**src/rtl/rv_regfile_mp_pkg.sv**
```systemverilog
// Shared types and constants for the multi-port decode register file.
package rv_regfile_mp_pkg;

    localparam int unsigned RF_NUM_REGS_DEF = 32;
    localparam int unsigned RF_AW           = $clog2(RF_NUM_REGS_DEF);

    typedef logic [RF_AW-1:0] t_rf_addr;

    localparam t_rf_addr RF_X0 = '0;

endpackage

```
**src/rtl/rv_rf_scoreboard.sv**
```systemverilog
// Pending-write scoreboard: one busy bit per architectural register plus per-port hazard lookup.
module rv_rf_scoreboard
    import rv_regfile_mp_pkg::*;
#(
    parameter int unsigned NUM_REGS = 32,
    parameter int unsigned NUM_RD   = 2,
    parameter int unsigned NUM_WR   = 1,
    parameter int unsigned AW       = 5
) (
    input  logic                      clk,
    input  logic                      rst,
    input  logic                      issue_en,
    input  logic [AW-1:0]             issue_rd,
    input  logic                      sb_clr,
    input  logic [NUM_WR-1:0]         wr_en,
    input  logic [NUM_WR-1:0][AW-1:0] wr_addr,
    input  logic [NUM_RD-1:0]         rd_en,
    input  logic [NUM_RD-1:0][AW-1:0] rd_addr,
    input  logic [NUM_RD-1:0]         bypass_hit,
    output logic [NUM_RD-1:0]         rd_hazard
);

    logic [NUM_REGS-1:0] busy_q;
    logic [NUM_REGS-1:0] busy_d;

    // Priority low to high: write-back clear, new producer set, global flush clear.
    always_comb begin
        busy_d = busy_q;
        for (int unsigned r = 1; r < NUM_REGS; r++) begin
            for (int unsigned j = 0; j < NUM_WR; j++) begin
                if (wr_en[j] && (wr_addr[j] == AW'(r))) begin
                    busy_d[r] = 1'b0;
                end
            end
            if (issue_en && (issue_rd == AW'(r))) begin
                busy_d[r] = 1'b1;
            end
            if (sb_clr) begin
                busy_d[r] = 1'b0;
            end
        end
        busy_d[0] = 1'b0;
    end

    always_ff @(posedge clk or posedge rst) begin
        if (rst) begin
            busy_q <= '0;
        end else begin
            busy_q <= busy_d;
        end
    end

    always_comb begin
        rd_hazard = '0;
        for (int unsigned i = 0; i < NUM_RD; i++) begin
            rd_hazard[i] = rd_en[i] && (rd_addr[i] != AW'(RF_X0))
                           && busy_q[rd_addr[i]] && !bypass_hit[i];
        end
    end

endmodule

```
**src/rtl/rv_regfile_mp.sv**
```systemverilog
// Multi-port integer register file with write-to-read bypass, busy scoreboard and a
// stall/flush-aware read pipeline register toward execute.
module rv_regfile_mp
    import rv_regfile_mp_pkg::*;
#(
    parameter int unsigned XLEN     = 32,
    parameter int unsigned NUM_REGS = 32,
    parameter int unsigned NUM_RD   = 2,
    parameter int unsigned NUM_WR   = 1,
    localparam int unsigned AW      = $clog2(NUM_REGS)
) (
    input  logic                        clk,
    input  logic                        rst,
    input  logic [NUM_RD-1:0]           rd_en_Q101H,
    input  logic [NUM_RD-1:0][AW-1:0]   rd_addr_Q101H,
    output logic [NUM_RD-1:0]           rd_hazard_Q101H,
    input  logic [NUM_WR-1:0]           wr_en_Q104H,
    input  logic [NUM_WR-1:0][AW-1:0]   wr_addr_Q104H,
    input  logic [NUM_WR-1:0][XLEN-1:0] wr_data_Q104H,
    input  logic                        issue_en_Q101H,
    input  logic [AW-1:0]               issue_rd_Q101H,
    input  logic                        sb_clr,
    input  logic                        ready_Q102H,
    input  logic                        flush_Q102H,
    output logic [NUM_RD-1:0][XLEN-1:0] rd_data_Q102H,
    output logic [NUM_RD-1:0]           rd_valid_Q102H
);

    logic [NUM_REGS-1:0][XLEN-1:0] regs_q;
    logic [NUM_REGS-1:0][XLEN-1:0] regs_d;
    logic [NUM_RD-1:0][XLEN-1:0]   rd_val;
    logic [NUM_RD-1:0]             bypass_hit;
    logic [NUM_RD-1:0][XLEN-1:0]   rd_data_q;
    logic [NUM_RD-1:0][XLEN-1:0]   rd_data_d;
    logic [NUM_RD-1:0]             rd_valid_q;
    logic [NUM_RD-1:0]             rd_valid_d;

    // Ascending port scan so the youngest (highest index) writer lands last.
    always_comb begin
        regs_d = regs_q;
        for (int unsigned j = 0; j < NUM_WR; j++) begin
            if (wr_en_Q104H[j] && (wr_addr_Q104H[j] != AW'(RF_X0))) begin
                regs_d[wr_addr_Q104H[j]] = wr_data_Q104H[j];
            end
        end
        regs_d[0] = '0;
    end

    always_ff @(posedge clk or posedge rst) begin
        if (rst) begin
            regs_q <= '0;
        end else begin
            regs_q <= regs_d;
        end
    end

    always_comb begin
        rd_val     = '0;
        bypass_hit = '0;
        for (int unsigned i = 0; i < NUM_RD; i++) begin
            rd_val[i] = regs_q[rd_addr_Q101H[i]];
            for (int unsigned j = 0; j < NUM_WR; j++) begin
                if (wr_en_Q104H[j] && (wr_addr_Q104H[j] == rd_addr_Q101H[i])) begin
                    rd_val[i]     = wr_data_Q104H[j];
                    bypass_hit[i] = 1'b1;
                end
            end
            if (rd_addr_Q101H[i] == AW'(RF_X0)) begin
                rd_val[i]     = '0;
                bypass_hit[i] = 1'b0;
            end
        end
    end

    rv_rf_scoreboard #(
        .NUM_REGS (NUM_REGS),
        .NUM_RD   (NUM_RD),
        .NUM_WR   (NUM_WR),
        .AW       (AW)
    ) u_scoreboard (
        .clk        (clk),
        .rst        (rst),
        .issue_en   (issue_en_Q101H),
        .issue_rd   (issue_rd_Q101H),
        .sb_clr     (sb_clr),
        .wr_en      (wr_en_Q104H),
        .wr_addr    (wr_addr_Q104H),
        .rd_en      (rd_en_Q101H),
        .rd_addr    (rd_addr_Q101H),
        .bypass_hit (bypass_hit),
        .rd_hazard  (rd_hazard_Q101H)
    );

    // Flush wins over stall so a killed instruction never lingers in Q102H.
    always_comb begin
        rd_data_d  = rd_data_q;
        rd_valid_d = rd_valid_q;
        if (flush_Q102H) begin
            rd_data_d  = '0;
            rd_valid_d = '0;
        end else if (ready_Q102H) begin
            rd_data_d  = rd_val;
            rd_valid_d = rd_en_Q101H;
        end
    end

    always_ff @(posedge clk or posedge rst) begin
        if (rst) begin
            rd_data_q  <= '0;
            rd_valid_q <= '0;
        end else begin
            rd_data_q  <= rd_data_d;
            rd_valid_q <= rd_valid_d;
        end
    end

    assign rd_data_Q102H  = rd_data_q;
    assign rd_valid_Q102H = rd_valid_q;

endmodule
```
**config.mk**
```make
export PLATFORM = sky130hd
export DESIGN_NAME = rv_regfile_mp
export DESIGN_NICKNAME = d
export VERILOG_FILES = /design/src/rtl/rv_regfile_mp_pkg.sv /design/src/rtl/rv_rf_scoreboard.sv /design/src/rtl/rv_regfile_mp.sv
export SDC_FILE = /design/constraint.sdc
export NUM_CORES = 2
export LEC_CHECK = 0
export CORE_MARGIN = 3
export CORE_UTILIZATION = 55
export CTS_CLUSTER_SIZE = 30
export DETAILED_ROUTE_END_ITERATION = 16
export GPL_TIMING_DRIVEN = 0
export PLACE_DENSITY = 0.82
export SKIP_CTS_REPAIR_TIMING = 1
export SYNTH_ARGS = -nofsm -noshare
export SYNTH_HDL_FRONTEND = slang
export SYNTH_SLANG_ARGS = --single-unit
```
**constraint.sdc**
```tcl
create_clock -name clk -period 93 [get_ports clk]
set_input_delay 18.6 -clock clk [delete_from_list [all_inputs] [get_ports clk]]
set_output_delay 18.6 -clock clk [all_outputs]
set_load 0.005 [all_outputs]
```
==> impl_metrics.tcl <==
set metrics [dict create \
    endpoint "rd_hazard_Q101H[0]" \
    track_usage_pct 46.0 \
    endpoint_kind "primary output" \
    wl_met2_mm 99.7 \
    crit_buf_inv 5 \
    worst_slack_ns 50.97 \
    cp_max_fo 10 \
    ff2ff_path_depth 4 \
    clk_path_buf_depth 3 \
    min_period_ns 42.03 \
    timing.final.crit_share_pct 45.2 \
    p_leak_nw 27.9 \
    rows 118 \
    cp_num_cells 9 \
    timing.fmax_mhz 23.8 \
    dp_slack_ns 51.45 \
    synth-seq-cells 1089 \
    netlist_instances 3983 \
    path_delay_family "buffers and inverters" \
    cts_buffers 113 \
    hp-start "regs_q[636]" \
    cts_sinks 1089 \
    timing.rr.start "regs_q[408]" \
    fillers 7650 \
    drv_slew 261 \
    dr.max_layer_used "met5" \
    criticalPathCategory "in2out" \
    syn_area_um2 57800 \
    seqCellArea_um2 27300 \
    layout-drive-gt1-share_pct 43.4 \
    p_total_mw 1.40 \
    synth_edf_count 0 \
    setup_viol 0 \
    vias_per_cell 7.86 \
    drc 0 \
    overflow 0 \
    start_util_pct 55.6 \
    violations "max-capacitance violations, max-slew violations" \
    drtPass1Iterations 8 \
    detail-route-antenna-nets 0 \
    crit_arrival_ns 23.43 \
    vdd_drop_max_mv 0.0151 \
    rsz0062_at_grt "no" \
    fin_area_um2 64900 \
    area_growth_pct 12.3 \
    insertion_delay_ns 0.74 \
    die_y_um 330 \
    holdWs_ns 0.514 \
    crit_slowest_cell "clkbuf_1" \
    grt_pass1_wl_mm 342 \
    wl_met1_mm 82.2 \
    place_congestion 1.07 \
    yosysUniqueCellTypes 52 \
    root_buffer "clkbuf_16" \
    p_per_area_nw_per_um2 21.6 \
    crit_path_start "rd_addr_Q101H[2]" \
    first_global_vias 43800 \
    drt_iter0_drc 7937 \
    slowest_delay_ns 1.35 \
    skew_ns 0.0318 \
    grt_max_degree 132 \
    ios 129 \
    maxCapViolCount 27 \
    tritoncts "built" \
    status "finished with violations" \
    r2r_setup_slack_ns 90.74 \
    worstMarginPinSlew_ns 1.78 \
    dpl.cell_count 5492 \
    regToRegEndpoint "rd_data_Q102H[24]" \
    dp_hpwl_mm 167 \
    die_x_um 330 \
    synth_warnings 0 \
    htreeDepth 3 \
    placed_area_um2 61100 \
    cp.required_ns 74.40 \
    max-slew-margin-rel_pct -19.0 \
    multi_input_area_um2 28600 \
    routed_wl_mm 252 \
    core_um2 104000 \
    dieArea_um2 109000 \
    port_buffers 117 \
    ys_async_sr_fraction_pct 100 \
    final_nets 4289 \
    worstSetupStartpointType "input pin" \
    syn-num-nets 4044 \
    via_count 44900 \
    syn_avg_cell_area_um2 14.5 \
    hold_class "reg2reg" \
    clk_pin_slew_worst_paths_ns 0.07 \
    fin_util_pct 62.5 \
    wl_met3_mm 45.0 \
    antenna_found_initial 21 \
    post_drt_wl_per_cell_um 44.0 \
    hold_violations 0 \
    fin_tns_setup_ns 0 \
    path_cells "clkdlybuf4s50_1, buf_2, clkbuf_1, clkbuf_1, nor3b_1, nor3_1, o311ai_1, a21oi_1, clkdlybuf4s50_1" \
    ys.flop_type "dfrtp_1" \
    instances_no_fill 5717 \
    seq_area_frac_synth_pct 47.1 \
]
how the worst min path moves through the flow:
stage / slack (ns) / end / depth (start not counted)
after global routing: 0.52 / regs_q[454] / 1
after detailed placement: 0.49 / regs_q[620] / 1
final: 0.51 / regs_q[636] / 1
after floorplan: 0.47 / regs_q[608] / 1
after global placement: 0.48 / regs_q[608] / 1
after CTS: 0.51 / regs_q[620] / 1
state kept, by name, indices dropped and copies added, names as in the netlist:
register and cells:
rd_data_Q102H 64, rd_valid_Q102H 2, regs_q 992, u_scoreboard.busy_q 31
per-layer routing:
layer / vias to the layer above / GRT usage, %
li1: 16000 / -
met1: 22900 / 55.2
met2: 4679 / 60.9
met3: 1303 / 25.9
met4: 20 / 34.9
met5: - / 2.57
Yosys cell counts, types with 3 or more instances:
cell | n | share of area, %
o41ai_1 | 23 | 0.35
o211ai_1 | 32 | 0.42
nor3_1 | 30 | 0.26
buf_1 | 58 | 0.38
clkbuf_1 | 197 | 1.3
nand4b_1 | 3 | 0.045
o221ai_1 | 28 | 0.42
buf_6 | 8 | 0.16
mux4_2 | 427 | 17
buf_4 | 46 | 0.60
o221a_2 | 5 | 0.097
inv_1 | 5 | 0.032
a211o_1 | 15 | 0.23
nand2b_1 | 13 | 0.14
a221o_1 | 6 | 0.10
nand3_1 | 19 | 0.16
o311ai_1 | 19 | 0.29
o21ai_1 | 10 | 0.087
mux2_2 | 1050 | 20
buf_2 | 120 | 1.0
a211oi_1 | 61 | 0.79
a22oi_1 | 127 | 1.6
mux2i_1 | 138 | 2.4
a221oi_1 | 27 | 0.41
a21oi_1 | 44 | 0.38
o21ai_0 | 38 | 0.33
nand2_1 | 65 | 0.42
dfrtp_1 | 1089 | 47
o22ai_1 | 48 | 0.52
nor2_1 | 61 | 0.40
nor2b_1 | 74 | 0.80
nand4_1 | 4 | 0.043
mux2_1 | 57 | 1.1
xnor2_1 | 10 | 0.15
cell families (layout without fill, tap and decap cells):
group	Yosys count	after routing	synth area share [%]
buf+inv	435	768	3.49
other cells	0	21	0
flops	1089	1089	47.1
xor+xnor	10	10	0.151
simple gates	285	285	2.47
compound gates	492	492	6.20
mux	1672	1672	40.6
layout by cell type (no fill, tap or decap), types with 26 or more instances in the layout:
cell	n
buf_2	125
o21ai_0	38
a221oi_1	27
mux2_2	1050
a22oi_1	127
nand2_1	65
mux4_2	427
clkdlybuf4s50_1	117
a21oi_1	44
o22ai_1	48
clkbuf_8	26
nor2b_1	74
o221ai_1	28
nor2_1	61
clkbuf_16	115
mux2i_1	138
clkbuf_1	208
buf_4	46
a211oi_1	61
mux2_1	57
o211ai_1	32
dfrtp_1	1089
nor3_1	30
buf_1	53
worst register-to-register path, delay by kind of cell, from the launching register on:
family,cells,cell delay (ns)
mux,2,0.77
flops,1,0.41
compound gates,2,0.93
power breakdown:
part	leakage, nW	switching, mW	internal, mW
sequential	14.0	0.0700	0.561
clock	1.88	0.203	0.272
combinational	12.0	0.137	0.162
total	27.9	0.410	0.995
final cells by class:
cell class | count | share of cell area, %
diodes | 21 | 0.0809
plain buffers | 429 | 3.11
clock buffers | 167 | 5.13
clock inverters | 36 | 0.699
inverters | 6 | 0.0462
multi-input cells | 2459 | 44.0
flip-flops and latches | 1089 | 42.0
well taps | 1380 | 2.66
repair buffers | 130 | 2.32
Note: power is estimated with default switching activity, not from simulation.
